<file path="src/rtl/display_arbiter.sv">
// display_arbiter: shares one 32-bit seven-segment display bus between four
// requesters. Round-robin selection with a minimum dwell per grant, an
// abort when the shown source withdraws, and an operator lock that freezes
// the current grant.
module display_arbiter #(
  parameter int DWELL_CYCLES = 25_000_000,
  parameter int CNT_W        = 32
) (
  input  logic         clk,
  input  logic         rst_n,
  input  logic [3:0]   req,
  input  logic [127:0] src_data,
  input  logic         lock,
  output logic [31:0]  disp_data,
  output logic [1:0]   disp_src,
  output logic [3:0]   grant,
  output logic         busy,
  output logic         dwell_done
);

  typedef enum logic {IDLE, SHOW} state_t;

  localparam logic [CNT_W-1:0] CNT_LAST = CNT_W'(DWELL_CYCLES - 1);

  state_t           state, state_next;
  logic [CNT_W-1:0] cnt, cnt_next;
  logic [1:0]       ptr, ptr_next;
  logic [1:0]       src_next;
  logic [3:0]       grant_next;
  logic             busy_next;
  logic             done_next;

  logic             found;
  logic [1:0]       winner;
  logic [1:0]       cand;

  // Round-robin search: scan ptr+4 down to ptr+1 so the nearest requester
  // after ptr overwrites the others and wins.
  always_comb begin
    found  = 1'b0;
    winner = 2'd0;
    cand   = 2'd0;
    for (int k = 4; k >= 1; k--) begin
      cand = ptr + 2'(k);
      if (req[cand]) begin
        found  = 1'b1;
        winner = cand;
      end
    end
  end

  // Next-state logic: grant selection, dwell counting, abort and lock.
  always_comb begin
    state_next = state;
    cnt_next   = cnt;
    ptr_next   = ptr;
    src_next   = disp_src;
    grant_next = grant;
    busy_next  = busy;
    done_next  = 1'b0;
    case (state)
      IDLE: begin
        if (found) begin
          state_next = SHOW;
          cnt_next   = '0;
          ptr_next   = winner;
          src_next   = winner;
          grant_next = 4'b0001 << winner;
          busy_next  = 1'b1;
        end
      end
      SHOW: begin
        if (!lock) begin
          if (!req[disp_src]) begin
            // Shown source withdrew: re-arbitrate immediately, no pulse.
            cnt_next = '0;
            if (found) begin
              ptr_next   = winner;
              src_next   = winner;
              grant_next = 4'b0001 << winner;
            end else begin
              state_next = IDLE;
              grant_next = 4'b0000;
              busy_next  = 1'b0;
            end
          end else if (cnt == CNT_LAST) begin
            // Dwell expired; the current source is still requesting so a
            // winner always exists (possibly itself).
            done_next  = 1'b1;
            cnt_next   = '0;
            ptr_next   = winner;
            src_next   = winner;
            grant_next = 4'b0001 << winner;
          end else begin
            cnt_next = cnt + 1'b1;
          end
        end
      end
      default: begin
        state_next = IDLE;
        grant_next = 4'b0000;
        busy_next  = 1'b0;
      end
    endcase
  end

  // Control state register; ptr resets to 3 so the first search starts at 0.
  always_ff @(posedge clk or negedge rst_n) begin
    if (!rst_n) begin
      state      <= IDLE;
      cnt        <= '0;
      ptr        <= 2'd3;
      disp_src   <= 2'd0;
      grant      <= 4'b0000;
      busy       <= 1'b0;
      dwell_done <= 1'b0;
    end else begin
      state      <= state_next;
      cnt        <= cnt_next;
      ptr        <= ptr_next;
      disp_src   <= src_next;
      grant      <= grant_next;
      busy       <= busy_next;
      dwell_done <= done_next;
    end
  end

  // Display data follows the granted source one cycle behind; held when idle.
  always_ff @(posedge clk or negedge rst_n) begin
    if (!rst_n) begin
      disp_data <= 32'd0;
    end else if (busy) begin
      disp_data <= src_data[32*disp_src +: 32];
    end
  end

endmodule

</file>
<file path="config.mk">
export PLATFORM = sky130hd
export DESIGN_NAME = display_arbiter
export DESIGN_NICKNAME = d
export VERILOG_FILES = /design/src/rtl/display_arbiter.sv
export SDC_FILE = /design/constraint.sdc
export NUM_CORES = 1
export LEC_CHECK = 0
export CAP_MARGIN = 20
export CORE_MARGIN = 2
export CORE_UTILIZATION = 44
export DETAILED_ROUTE_END_ITERATION = 7
export GPL_TIMING_DRIVEN = 0
export HOLD_SLACK_MARGIN = 0.1
export PLACE_DENSITY = 0.82
export SLEW_MARGIN = 40
export SYNTH_ARGS = -nofsm -noshare
export SYNTH_HDL_FRONTEND = slang
export SYNTH_SLANG_ARGS = --single-unit
</file>
<file path="constraint.sdc">
create_clock -name clk -period 2.3 [get_ports clk]
set_input_delay 0.46 -clock clk [delete_from_list [all_inputs] [get_ports clk]]
set_output_delay 0.46 -clock clk [all_outputs]
set_load 0.02 [all_outputs]
</file>
# ---- Yosys cells after proc, flatten, opt, wreduce, memory -nomap -nowiden
# Cells that the tools add are included.
dict set report totals {
  reg_bits 75
  latchBits 0
  ramBits 0
  rom_bits 0
  in_bits 135
  out_inout_bits 40
  memories 0
}
dict set report classes {
  addsub 4
  mul 0
  div 0
  order_cmp 5
  eq_ne 6
  shifts 2
  n_mux 51
  bitwise_logic 1
  reduce_logical 4
}
# op n
set op_table {}
lappend op_table {{$mux W32} 4}
lappend op_table {{$shiftx A128 B8 Y32} 1}
lappend op_table {{$pmux W32 S2} 1}
lappend op_table {{$add A32 B1 Y32 const B} 1}
lappend op_table {{$eq A32 B25 Y1 const B} 1}
lappend op_table {{$mux W2} 11}
lappend op_table {{$mux W1} 20}
lappend op_table {{$mux W4} 5}
lappend op_table {{$lt A2 B3 Y1 const B} 5}
lappend op_table {{$bmux W1 S2} 5}
lappend op_table {{$ne A2 B2 Y1 const B} 4}
lappend op_table {{$pmux W2 S2} 2}
lappend op_table {{$pmux W4 S2} 1}
lappend op_table {{$add A2 B2 Y2 const B} 2}
lappend op_table {{$pmux W1 S2} 2}
lappend op_table {{$reduce_and A2 Y1} 2}
lappend op_table {{$reduce_and A4 Y1} 1}
lappend op_table {{$shl A1 B2 Y4 const A} 1}
lappend op_table {{$ne A3 B2 Y1 const B} 1}
lappend op_table {{$reduce_and A3 Y1} 1}
lappend op_table {{$add A2 B1 Y2 const B} 1}
lappend op_table {{$not A1 Y1} 1}

# ---- Longest topological paths before layout
dict set report logic_depth {
  word_depth 11
  ltp_mapped 7
}

# ---- Least setup slack after synthesis
# Ideal clock, no wire load.
dict set report synth_timing {
  kind {reg-to-reg}
  from {reg disp_src[0]}
  to {reg grant[0]}
  t_arrival_ps 1761
  slack_ps 404
  path_stages_with_launch 8
  path_buffers 2
  period_less_slack_ps 1896
  path_cell_list {dfrtp_1 > buf_2 > mux4_2 > nand2_1 > inv_2 > a21oi_4 > buf_4 > o32ai_2}
}
dict set report synth_via {
  elab_chain_len 5
  word_cells_on_any_way 7
  classes_between {eq/ne (1); mux (5); reduce/logical (1)}
}
# item line
set synth_lines {}
lappend synth_lines {{start, declared} 15} ;# output logic [1:0] disp_src,
lappend synth_lines {{start signal, assigned} 121} ;# disp_src <= src_next;
lappend synth_lines {{$bmux W1 S2 *} 74} ;# if (!req[disp_src]) begin
lappend synth_lines {{$mux W1 (implied by the code) *} 74}
lappend synth_lines {{$mux W4} 74}
lappend synth_lines {{$mux W4} 73} ;# if (!lock) begin
lappend synth_lines {{$pmux W4 S2} 61} ;# case (state)
lappend synth_lines {{end signal, assigned} 122} ;# grant <= grant_next;
lappend synth_lines {{end, declared} 16} ;# output logic [3:0] grant,
# Mark *: on every way between the ends. The rest lies on a longest branch, timed or not. The select of a mux whose other input is x is not followed.
# A chain may end at the register's enable or synchronous reset.

# ---- Worst setup path in the final report
dict set report layout_timing {
  from {reg cnt[28]}
  to {reg grant[0]}
}
dict set report layout_via {
  elab_chain_len 3
}
# item line
set layout_lines {}
lappend layout_lines {{start, declared} 26} ;# logic [CNT_W-1:0] cnt, cnt_next;
lappend layout_lines {{start signal, assigned} 119} ;# cnt <= cnt_next;
lappend layout_lines {{$eq A32 B25 Y1} 86} ;# end else if (cnt == CNT_LAST) begin
lappend layout_lines {{$ne A3 B2 Y1 (no line)} --}
lappend layout_lines {{$reduce_and A3 Y1 (no line)} --}
# Every way passes these cells.

==> run summary <==
The per-instance average area after synthesis was 12.6 um2. The floorplan step defined a die boundary enclosing 0.0106 mm2. Counting along the longest clock path gives a buffer depth of 2. The worst-case IR drop observed on VDD is 0.000489 V. The floorplan has 36 rows.

For this design the static power due to leakage is 0.00252 uW. Hold timing on the final database bottoms out at a slack of 0.508 ns. In this run the horizontal extent of the chip is 103 um.

At the end of the flow, the number of nets in the layout was 665. At the worst endpoint, the required time is 2.53 ns. In this run, the number of DRC markers left after iteration 0 of detailed routing was 127. After synthesis, the cell types taking the most area are sky130_fd_sc_hd__dfrtp_1 (42%), sky130_fd_sc_hd__mux4_2 (17%), sky130_fd_sc_hd__mux2_2 (8.4%).

The all-layer global routing usage was 0.240. In this run the power spent charging and discharging nets is 2190 uW. Setup repair after global routing left no endpoint under its margin. The total placed instance area is 0.00624 mm2. For the effective utilization at floorplan, the log shows 0.446.

Compared with the post-synthesis result, the final layout area differs by 51.3%. Summed over all layers, the global routing overflow is 0. The tools report the launching point of the worst reg2reg path as cnt[28]. The kind of path behind the tightest hold check was reg -> reg. For the final database, setup skew stands at 0.00909 ns. After detailed routing, the number of vias per cell comes to 5.45. The synthesized cell area was 0.00430 mm2; the post-synthesis cell count was 342.

The worst-case headroom to the max-slew limit is 0.585. For flop-to-flop paths, the worst setup slack is 0.17 ns. sky130_fd_sc_hd__dfrtp_1 takes more of the synthesized area than any other cell. For this block, the via count after detailed routing is 3,632. The run gives 0 as the final hold violation count.

The logs give 0.300 for the power share of the sequential group and 0 for the number of setup violations in the final report. The worst setup path is launched from a flop. Yosys printed 0 warnings.

The count of pins over their slew limit was 0; the boundary pin count was 175. The register clock-pin slew on the reported worst setup and hold paths is 0.08 ns. The flip-flop and latch count after synthesis is 75. The wire length of the first global-routing pass came out at 18.8 mm. The worst hold path endpoint was disp_data[31]. Clock latency on the worst-skew pair, taken at its later pin, is 0.36 ns.

The logs give 10.4 mm for the detailed placer's ending HPWL and 2.35 ns for the data arrival at the endpoint of the critical path. For this design, the sink count on the clock tree is 75. Final core utilization: 0.675. Counting instances in the post-synthesis netlist gives the leading cell types as sky130_fd_sc_hd__dfrtp_1 (73), sky130_fd_sc_hd__mux4_2 (33), sky130_fd_sc_hd__mux2_2 (32). The run gives 3,667 as the number of global-route vias before repair.

The detailed-route wire length was 13.0 mm. The relative contribution of combinational cells to total power was 0.502. Most common cell in the synthesized netlist: sky130_fd_sc_hd__dfrtp_1. The portion of the clock cycle consumed by the worst path in the final layout is 0.925. The remaining antenna violation count is 0, and the count of port buffers added during placement is 174.

In this run the vertical extent of the chip is 103 um. Across the run, the number of max-cap violations was 0. The detailed-route wire length per cell was 19.5 um. The worst setup path is captured at a flop. Terminus of the critical flop-to-flop path: grant[0]. In this run the most critical hold path is launched from disp_data[31]. The critical-path maximum fanout came out at 10. The run finished with clean final reports. Counting the buffers created by CTS gives 9. The finished layout holds 667 standard cells, fillers aside. The logs give 0 for the initial antenna violation count and 0.939 for the final estimated routing congestion in global placement. The tools report the clock share of power as 0.197. The largest net degree at the start of global routing is 53.

Internal power comes to 4250 uW. The switching fraction of total power came out at 0.340. The logs give 650 for the post-placement cell count and 56 for the number of unique standard cell types used by synthesis.

For the antenna cell count, the log shows 0. The first detailed-routing pass took 4 iterations. The count of cells along the worst hold path was 1. Static timing analysis puts the maximum clock frequency at 470 MHz. The tools report the sequential area share after synthesis as 0.437.

The area fraction of the dominant cell type after synthesis works out to 0.425. With fillers left out, the area of the finished cells amounts to 0.00650 mm2. The final critical delay including setup and external delays was 2.13 ns. At the pin with the least slew margin, the transition time is 0.623 ns.

The share of flip-flops with an asynchronous set or reset after synthesis is 1.00. Buffer cell driving the clock tree root: sky130_fd_sc_hd__clkbuf_8. The setup path with the least slack is of type reg -> reg.

Summing internal, switching and leakage power gives 6430 uW. For this run, design rule violations remaining after detail routing come to 0. The fraction of layout instances using a drive strength above 1 works out to 0.217. CTS built an H-tree with a depth of 3.

For this run, the leading register cell type out of synthesis is sky130_fd_sc_hd__dfrtp_1. The region available for standard cell placement spans 0.00964 mm2. The depth of the worst register-to-register path is 6.

The number of nets produced by synthesis was 478; the power per cell area was 989 mW/mm2. Yosys mapped a number of flops with a built-in enable equal to 0. TritonCTS built the clock tree.
-- power groups by stage --
stage                     Combinational, uW  Clock, uW  Sequential (uW)
after CTS                              3270       1280             1930
after floorplan                        1510          0             2360
after global routing                   3440       1340             1970
final                                  3230       1270             1930
after detailed placement               3260          0             1960
after global placement                 3180          0             1940
-- worst max-delay path: stages (launching register included) --
cell and delay [ns]:
sky130_fd_sc_hd__dfrtp_1 0.42, sky130_fd_sc_hd__nor4_1 0.39, sky130_fd_sc_hd__nand4_1 0.25, sky130_fd_sc_hd__nand3b_1 0.31
sky130_fd_sc_hd__a21oi_4 0.30, sky130_fd_sc_hd__buf_4 0.22, sky130_fd_sc_hd__o32ai_2 0.09
-- logic make-up (layout without fill, tap and decap cells) --
family,count (synthesis),in the layout,synth area share
buffers and inverters,28,220,0.0326
muxes,66,66,0.259
AOI/OAI and AO/OA,41,41,0.0733
and+or+nand+nor,107,107,0.144
xor gates and xnor gates,24,24,0.0506
DFF,75,75,0.437
adders and majority gates,1,1,0.00291
-- state kept, by name, indices dropped and copies added, names as in the netlist --
register	count
cnt	32
disp_data	32
grant	4
disp_src	2
ptr	2
busy	1
dwell_done	1
state	1
-- cell type report --
cell class                 count  area (um2)
timing repair buffer         176        1780
inverter                      10        37.5
clock buffer                  10         138
clock inverter                 6         113
multi-input combinational    239        2290
sequential                    75        1880
tap                          133         166
buffer                        18         103
fill                         714        3140
-- metal layers --
layer | part of all wire | track usage | routed length (um)
met5 | 0 | 0 | 0
met4 | 0.034 | 0.110 | 446
met3 | 0.081 | 0.0698 | 1050
met2 | 0.51 | 0.414 | 6660
met1 | 0.37 | 0.277 | 4820
-- worst max path at each step --
stage	start	to	slack [ns]	depth (start not counted)
after floorplan	disp_src[0]	grant[0]	0.40	7
after global placement	rst_n	disp_data[25]	-1.80	1
after detailed placement	req[0]	cnt[26]	-0.25	6
after CTS	req[0]	cnt[26]	0.11	6
after global routing	cnt[28]	grant[0]	0.03	6
final	cnt[28]	grant[0]	0.17	6
-- per-stage QoR --
| step | setup TNS, ns | setup WS (ns) |
|---|---|---|
| after floorplan | 0 | 0.404 |
| after global placement | -136.00 | -1.80 |
| after detailed placement | -3.06 | -0.252 |
| after CTS | 0 | 0.108 |
| after global routing | 0 | 0.0291 |
| final | 0 | 0.172 |
-- timing repair --
action,in CTS,in global routing
setup buffers,0,0
hold buffers,1,0
endpoints found under the hold margin,23,0
setup endpoints to repair,0,1
resized for setup,0,1
-- layout by cell type, fill, tap and decap left out, types with 2 or more instances in the layout --
cell type,n
sky130_fd_sc_hd__buf_1,2
sky130_fd_sc_hd__buf_2,4
sky130_fd_sc_hd__and3_1,4
sky130_fd_sc_hd__buf_4,4
sky130_fd_sc_hd__and4_1,3
sky130_fd_sc_hd__bufinv_16,3
sky130_fd_sc_hd__xnor2_1,13
sky130_fd_sc_hd__mux2_2,32
sky130_fd_sc_hd__nand4_1,11
sky130_fd_sc_hd__dfrtp_1,73
sky130_fd_sc_hd__nor4_1,8
sky130_fd_sc_hd__or4_1,3
sky130_fd_sc_hd__buf_6,3
sky130_fd_sc_hd__and3_4,2
sky130_fd_sc_hd__clkinv_4,2
sky130_fd_sc_hd__nor2_1,30
sky130_fd_sc_hd__mux4_2,33
sky130_fd_sc_hd__nand3b_1,2
sky130_fd_sc_hd__nand3_1,11
sky130_fd_sc_hd__o22ai_1,2
sky130_fd_sc_hd__inv_1,9
sky130_fd_sc_hd__or3_1,4
sky130_fd_sc_hd__clkbuf_1,6
sky130_fd_sc_hd__xor2_1,10
sky130_fd_sc_hd__nor3_1,5
sky130_fd_sc_hd__clkbuf_8,10
sky130_fd_sc_hd__clkdlybuf4s50_1,173
sky130_fd_sc_hd__nand2_1,11
sky130_fd_sc_hd__o21ai_0,11
sky130_fd_sc_hd__a21bo_2,4
sky130_fd_sc_hd__dfstp_2,2
sky130_fd_sc_hd__and2_1,2
sky130_fd_sc_hd__o21ai_2,2
sky130_fd_sc_hd__a21oi_1,8
sky130_fd_sc_hd__nand2b_1,4
Note: power is estimated with default switching activity, not from simulation.
